===== src/rtl/cpld1_ctrl.sv =====
// cpld1_ctrl -- one node of a chained cursor-passing game.
//
// The node owns a local segment of NPOS cursor positions (0 = leftmost).
// While it holds the cursor, the buttons move it left and right. Moving left
// past position 0 hands the cursor to the left neighbour. A cursor can also
// arrive from the right neighbour. The node also produces a display
// digit-select scan that advances on fastClk ticks.
//
// Ports:
//   clk          in   system clock, all logic on the rising edge
//   resetbutton  in   synchronous active-high reset
//   left_in      out  [4]=valid, [3]=0, [2:0]=entry pos, sent to the left neighbour
//   right_out2   in   message from the right neighbour, same format (asynchronous)
//   fastClk      in   scan tick, sampled as data (not a clock)
//   leftbutton   in   move-left request (asynchronous level)
//   rightbutton  in   move-right request (asynchronous level)
//   pos_c        out  cursor position when active, 3'b111 when inactive (registered)
//   sel          out  display digit select, cycles 0..NPOS-1
//
// Handshake note: there is no ready signal. A message is valid while bit [4]
// is high. The receiver acts once, on the rising edge of the synchronised
// valid bit. A sender must hold the message stable for at least 4 clk cycles,
// so the synchronised data bits are settled when that edge is seen.
module cpld1_ctrl #(
    parameter int NPOS     = 5,
    parameter int RST_POS  = 2,
    parameter int HOLD_CYC = 4
) (
    input  logic       clk,
    input  logic       resetbutton,
    output logic [4:0] left_in,
    input  logic [4:0] right_out2,
    input  logic       fastClk,
    input  logic       leftbutton,
    input  logic       rightbutton,
    output logic [2:0] pos_c,
    output logic [2:0] sel
);

    localparam logic [2:0] MAX_POS   = 3'(NPOS - 1);
    localparam logic [2:0] INIT_POS  = 3'(RST_POS);
    localparam logic [2:0] HOLD_INIT = 3'(HOLD_CYC - 1);
    localparam logic [4:0] HANDOFF   = {1'b1, 1'b0, MAX_POS};

    typedef enum logic {
        ST_IDLE   = 1'b0,
        ST_ACTIVE = 1'b1
    } state_t;

    // Bit 3 of the inbound message is always zero and carries no information.
    logic unused_bit3;
    assign unused_bit3 = right_out2[3];

    // Synchronizer chains: bit0 = s1, bit1 = s2, bit2 = s3 (edge-detect delay).
    logic [2:0] lb_sync, rb_sync, fc_sync, rv_sync;
    logic [2:0] rd_s1, rd_s2;

    logic lb_pulse, rb_pulse, fc_pulse, rv_pulse;
    assign lb_pulse = lb_sync[1] & ~lb_sync[2];
    assign rb_pulse = rb_sync[1] & ~rb_sync[2];
    assign fc_pulse = fc_sync[1] & ~fc_sync[2];
    assign rv_pulse = rv_sync[1] & ~rv_sync[2];

    always_ff @(posedge clk) begin
        if (resetbutton) begin
            lb_sync <= '0;
            rb_sync <= '0;
            fc_sync <= '0;
            rv_sync <= '0;
            rd_s1   <= '0;
            rd_s2   <= '0;
        end else begin
            lb_sync <= {lb_sync[1:0], leftbutton};
            rb_sync <= {rb_sync[1:0], rightbutton};
            fc_sync <= {fc_sync[1:0], fastClk};
            rv_sync <= {rv_sync[1:0], right_out2[4]};
            rd_s1   <= right_out2[2:0];
            rd_s2   <= rd_s1;
        end
    end

    state_t     state, state_nx;
    logic [2:0] pos, pos_nx;
    logic [2:0] hold_cnt, hold_nx;
    logic [4:0] left_in_nx;
    logic [2:0] sel_nx;
    logic [2:0] pos_c_nx;

    always_ff @(posedge clk) begin
        if (resetbutton) begin
            state    <= ST_ACTIVE;
            pos      <= INIT_POS;
            hold_cnt <= '0;
            left_in  <= '0;
            sel      <= '0;
            pos_c    <= INIT_POS;
        end else begin
            state    <= state_nx;
            pos      <= pos_nx;
            hold_cnt <= hold_nx;
            left_in  <= left_in_nx;
            sel      <= sel_nx;
            pos_c    <= pos_c_nx;
        end
    end

    always_comb begin
        state_nx   = state;
        pos_nx     = pos;
        hold_nx    = hold_cnt;
        left_in_nx = left_in;
        sel_nx     = sel;

        // Outbound message countdown: the message stays up while the counter
        // runs down, and is dropped on the edge after it reaches zero.
        if (hold_cnt != 3'd0) begin
            hold_nx = hold_cnt - 3'd1;
        end else begin
            left_in_nx = '0;
        end

        if (fc_pulse) begin
            sel_nx = (sel == MAX_POS) ? 3'd0 : sel + 3'd1;
        end

        case (state)
            ST_ACTIVE: begin
                // Simultaneous left and right pulses cancel each other.
                if (lb_pulse && !rb_pulse) begin
                    if (pos != 3'd0) begin
                        pos_nx = pos - 3'd1;
                    end else begin
                        state_nx   = ST_IDLE;
                        left_in_nx = HANDOFF;
                        hold_nx    = HOLD_INIT;
                    end
                end else if (rb_pulse && !lb_pulse && pos != MAX_POS) begin
                    pos_nx = pos + 3'd1;
                end
            end
            default: begin
                if (rv_pulse) begin
                    state_nx = ST_ACTIVE;
                    pos_nx   = (rd_s2 > MAX_POS) ? MAX_POS : rd_s2;
                end
            end
        endcase

        pos_c_nx = (state_nx == ST_ACTIVE) ? pos_nx : 3'b111;
    end

endmodule


===== config.mk =====
export PLATFORM = sky130hd
export DESIGN_NAME = cpld1_ctrl
export DESIGN_NICKNAME = d
export VERILOG_FILES = /design/src/rtl/cpld1_ctrl.sv
export SDC_FILE = /design/constraint.sdc
export NUM_CORES = 1
export LEC_CHECK = 0
export CORE_MARGIN = 4
export CORE_UTILIZATION = 47
export DETAILED_ROUTE_END_ITERATION = 8
export PLACE_DENSITY = 0.81
export SLEW_MARGIN = 20
export SYNTH_ARGS = -nofsm -noshare
export SYNTH_HDL_FRONTEND = slang
export SYNTH_SLANG_ARGS = --single-unit
export TNS_END_PERCENT = 10

===== constraint.sdc =====
create_clock -name clk -period 1.77 [get_ports clk]
set_clock_uncertainty 0.05 [all_clocks]
set_input_delay 0.354 -clock clk [delete_from_list [all_inputs] [get_ports clk]]
set_output_delay 0.354 -clock clk [all_outputs]
set_load 0.005 [all_outputs]

==> results of run 1 <==
## repair_timing
action                                 CTS  global route
endpoints found under the hold margin    0             0
setup endpoints to repair                6             9
gates resized for setup                  4            14
hold buffers                             0             0
pin swaps                                4             6
setup buffers                            0             1
## how the worst max path moves through the flow
stage	start	to	slack [ns]	cells after the start
floorplan	pos[1]$_SDFF_PP1_	pos_c[1]$_SDFF_PP1_	0.001	7
global placement	pos[0]$_SDFF_PP0_	pos_c[1]$_SDFF_PP1_	-0.003	7
detailed placement	pos[0]$_SDFF_PP0_	pos_c[1]$_SDFF_PP1_	-0.14	7
CTS	pos[0]$_SDFF_PP0_	pos[2]$_SDFF_PP0_	0.006	6
global route	pos[1]$_SDFF_PP1_	pos_c[1]$_SDFF_PP1_	-0.02	7
finish	pos[1]$_SDFF_PP1_	pos_c[1]$_SDFF_PP1_	0.05	7
## flip-flops by register name (all words and copies together), names as in the netlist
register	count
state	1
sel	3
hold_cnt	3
rd_s1	3
pos_c	3
rv_sync	3
pos	3
fc_sync	3
left_in	5
rb_sync	3
rd_s2	3
lb_sync	3
## metrics by stage
stage	TNS, ns	total power [mW]	util	hold WS, ns	worst slack (ns)
detailed placement	-0.3301	1.487	0.5974	0.3758	-0.1353
global placement	-0.003396	1.443	0.5974	0.3678	-0.003396
floorplan	0	1.283	-	0.3638	0.001410
global route	-0.03088	2.152	0.6455	0.4161	-0.01752
CTS	0	1.943	0.6235	0.4002	0.006233
finish	0	2.007	0.6455	0.3972	0.04529
## cell usage in the layout, fill, tap and decap left out, types with 4 or more instances in the layout
cell	n
sky130_fd_sc_hd__nand2_1	4
sky130_fd_sc_hd__clkdlybuf4s50_1	19
sky130_fd_sc_hd__dfxtp_1	34
sky130_fd_sc_hd__nand2b_1	5
sky130_fd_sc_hd__inv_1	7
sky130_fd_sc_hd__nor2b_1	18
sky130_fd_sc_hd__ha_1	6
sky130_fd_sc_hd__nor2_1	8
sky130_fd_sc_hd__buf_4	8
sky130_fd_sc_hd__clkbuf_4	5
sky130_fd_sc_hd__a21oi_1	7
## power by group
part	internal (mW)	switching, mW
sequential	0.896	0.0488
clock	0.189	0.257
combinational	0.349	0.267
total	1.43	0.573
## routing by layer
metal,track usage,vias to the layer above,routed length [um]
met5,0,-,0
met4,0.1008,0,81
met3,0.05405,9,141
met2,0.2500,29,1273
met1,0.1333,477,968
li1,-,523,-
## cell families after synthesis
family / after synthesis
compound gates: 21
xor+xnor: 2
fa+ha+maj: 8
buf+inv: 13
flops: 36
mux: 3
simple gates: 54
## worst register-to-register path: stages (launching register included)
cell and delay [ns]:
sky130_fd_sc_hd__dfxtp_2 0.37, sky130_fd_sc_hd__inv_4 0.05, sky130_fd_sc_hd__ha_4 0.16, sky130_fd_sc_hd__nor2b_2 0.16, sky130_fd_sc_hd__nor3_2 0.28, sky130_fd_sc_hd__o32a_1 0.19
sky130_fd_sc_hd__nand2_1 0.05, sky130_fd_sc_hd__or3_1 0.30
## final cells by class
cell class / count / area (um2) / area share
multi-input combinational: 88 / 674.4 / 0.3756
inverter: 9 / 36.28 / 0.02021
clock inverter: 2 / 10.01 / 0.005575
tap: 31 / 38.79 / 0.02160
timing repair buffer: 28 / 261.5 / 0.1456
clock buffer: 6 / 51.30 / 0.02857
sequential: 36 / 723.2 / 0.4028
==> flow_results.org, run 1 <==
** Routing
- Via/cell ratio :: roughly 5.2
- The detail route stage leaves a number of antenna-violating nets equal to 0.
- After detailed routing, the number of remaining DRC violations is 0.
- Vias post-DR :: approximately 1000
- The final layout contains routed wiring with a total length of 2464 um.
- First drt pass iteration count :: 4
- Drt first-iter violations :: 28
- Wire length per cell :: roughly 12 um

** Floorplan
- Die span in y :: between 60 and 70 um
- Number of primary I/O pins :: 21
- The initial utilization of the core area, before any placement, comes to 0.4989.
- In this run the core area contains 19 standard-cell rows.
- Floorplan die width :: between 60 and 70 um
- The floorplan step defined a die boundary enclosing between 3000 and 4000 um2.
- The floorplan step defined a core boundary enclosing between 2000 and 3000 um2.

** Global routing
- The number of antenna violations at the first check in global routing was 0.
- Sum of overflow across all layers after global routing :: 0
- The first global-routing pass estimated around 4300 um of wire.
- Entering global routing, the biggest net connects 19 pins.
- Overall Global Routing Usage :: 0.1424
- The via count of the first global-routing pass was 1036.

** Layout
- The final layout contains around 190 nets.
- Antenna Diode Count :: 0
- In the final layout, the share of cells above drive strength 1 is 0.2130.
- Layout area overhead :: 29.40%
- Fillcell total :: 228
- After routing the design area is 1795 um2.
- Final std cells w/o fill :: 200

** Job
- The tool flagged a number of max-cap violations equal to 0.

** Synthesis
- Distinct cells, synth :: 33
- Most common cell in the netlist :: sky130_fd_sc_hd__dfxtp_1
- During synthesis, Yosys emitted a total of 0 warnings.
- After technology mapping, the gate count stands at approximately 140.
- Leading area contributor after synthesis :: sky130_fd_sc_hd__dfxtp_1
- Of the total synthesized cell area, the portion taken by full adders, half adders and majority gates is 0.07214.
- Leading cell types by count after synthesis :: 36 x sky130_fd_sc_hd__dfxtp_1, 19 x sky130_fd_sc_hd__nor2b_1, 9 x sky130_fd_sc_hd__inv_1
- The most used flip-flop cell after synthesis is sky130_fd_sc_hd__dfxtp_1.
- The synthesized design contains 0 enable-type register cells.
- Nets in the synthesized netlist :: 155
- The compound-cell area share of the yosys netlist came to 0.09829.
- Simple-Gate Fraction of Synth Area :: 0.2390
- Async set-or-reset flop fraction in the synthesized netlist :: 0
- Xor/xnor cell area share of the yosys netlist :: 0.01262
- Area of the mapped netlist :: about 1400 um2
- Each instance of the synthesized netlist takes up on average ~10 um2.
- Most area-consuming cells after synthesis :: sky130_fd_sc_hd__dfxtp_1 52%, sky130_fd_sc_hd__nor2b_1 8.6%, sky130_fd_sc_hd__ha_1 7.2%
- Combinational family with the most area after synthesis :: simple AND/OR/NAND/NOR gates
- The share of the Yosys chip area taken by registers is 0.5194.
- Counting flops and latches in the post-synthesis netlist gives 36.
- Mux cell area share after synthesis :: 0.02344
- Of the post-synthesis cell area, the dominant cell type holds 0.5194.

** Clock tree
- Clock buffers created by TritonCTS :: 5
- Clock input transition at the sequential cells of the worst setup and hold paths :: about 0.1 ns
- For this design, the sink count on the clock tree is 36.
- TritonCTS built the clock tree.
- Counting along the longest clock path gives a buffer depth of 2.
- CTS built an H-tree with a depth of 2.
- Insertion delay to the later sink of the worst-skew pair :: 0.34 ns
- The tree is rooted in a sky130_fd_sc_hd__clkbuf_4.

** Critical path
- Largest delay share family, worst path :: simple AND/OR/NAND/NOR gates
- The number of buffers and inverters on the critical path is 1.
- The worst register-to-register path ends at pos_c[1]$_SDFF_PP1_.
- The slowest stage of the critical path belongs to the cell sky130_fd_sc_hd__dfxtp_2.
- For the worst setup path, the data required time is just under 2 ns.
- Delay of the slowest critical-path stage :: 0.37 ns
- Peak fanout along the critical path :: 3
- CP startpoint kind :: flop
- Number of cells traversed by the worst register-to-register path :: 7
- Register-to-register path setup slack :: ~0.045 ns
- The worst setup path is of the flop to flop kind.
- Worst r2r src :: pos[1]$_SDFF_PP1_
- Worst Path Arrival :: 1.91 ns
- The signal on the critical path passes through inv_4 > ha_4 > nor2b_2 > nor3_2 > o32a_1 > nand2_1 > or3_1.
- Kind of end point of the critical path :: flop

** Timing
- Normalized max-slew margin :: 0.7041
- The count of pins over their slew limit is 0.
- Setup repair after global routing could not meet its margin everywhere.
- Derived from the worst setup path, the maximum achievable clock frequency is ~580 MHz.
- Worst Max-Slew Pin Slew :: around 0.44 ns
- The number of endpoints with negative hold slack in the final report came to 0.
- Subtracting the final worst setup slack from the clock period gives 1.725 ns.
- Finish-stage setup viols :: 0
- Fraction of the cycle the final worst path needs :: 0.9744

** Placement
- DP Cell Count :: 191
- Count of port buffers added during placement :: 19
- Summed over all nets, the half-perimeter wirelength after detailed placement is between 1500 and 2000 um.
- Area post-placement :: approximately 1700 um2
- At the end of routability-driven placement, the weighted congestion stood at 0.9062.

** Worst hold path
- In this run the most critical hold path is launched from rd_s1[0]$_SDFF_PP0_.
- Counting instances, the worst hold path has a depth of 1.
- Path class of the lowest-slack min-delay path :: flop to flop
- Min-Delay Endpoint :: rd_s2[0]$_SDFF_PP0_

** Pwr
- Pwr/cell area :: ~1100 nW/um2
- Summed over all cells, the static leakage comes to just over 0.7 nW.
- IR analysis of the VDD net gives a maximum drop of between 0.0006 and 0.0007 V.

** Run status
- The flow ran to the end, and the final reports show no timing, DRC or antenna violations.
No activity file was read; power rests on OpenSTA's default activity.
==> run 2, diff against run 1 <==
CAP_MARGIN = 20   (was not set)
HOLD_SLACK_MARGIN = 0.08   (was not set)
==> results of run 2 <==
Final layout, timing and power as in run 1 (identical DEF).
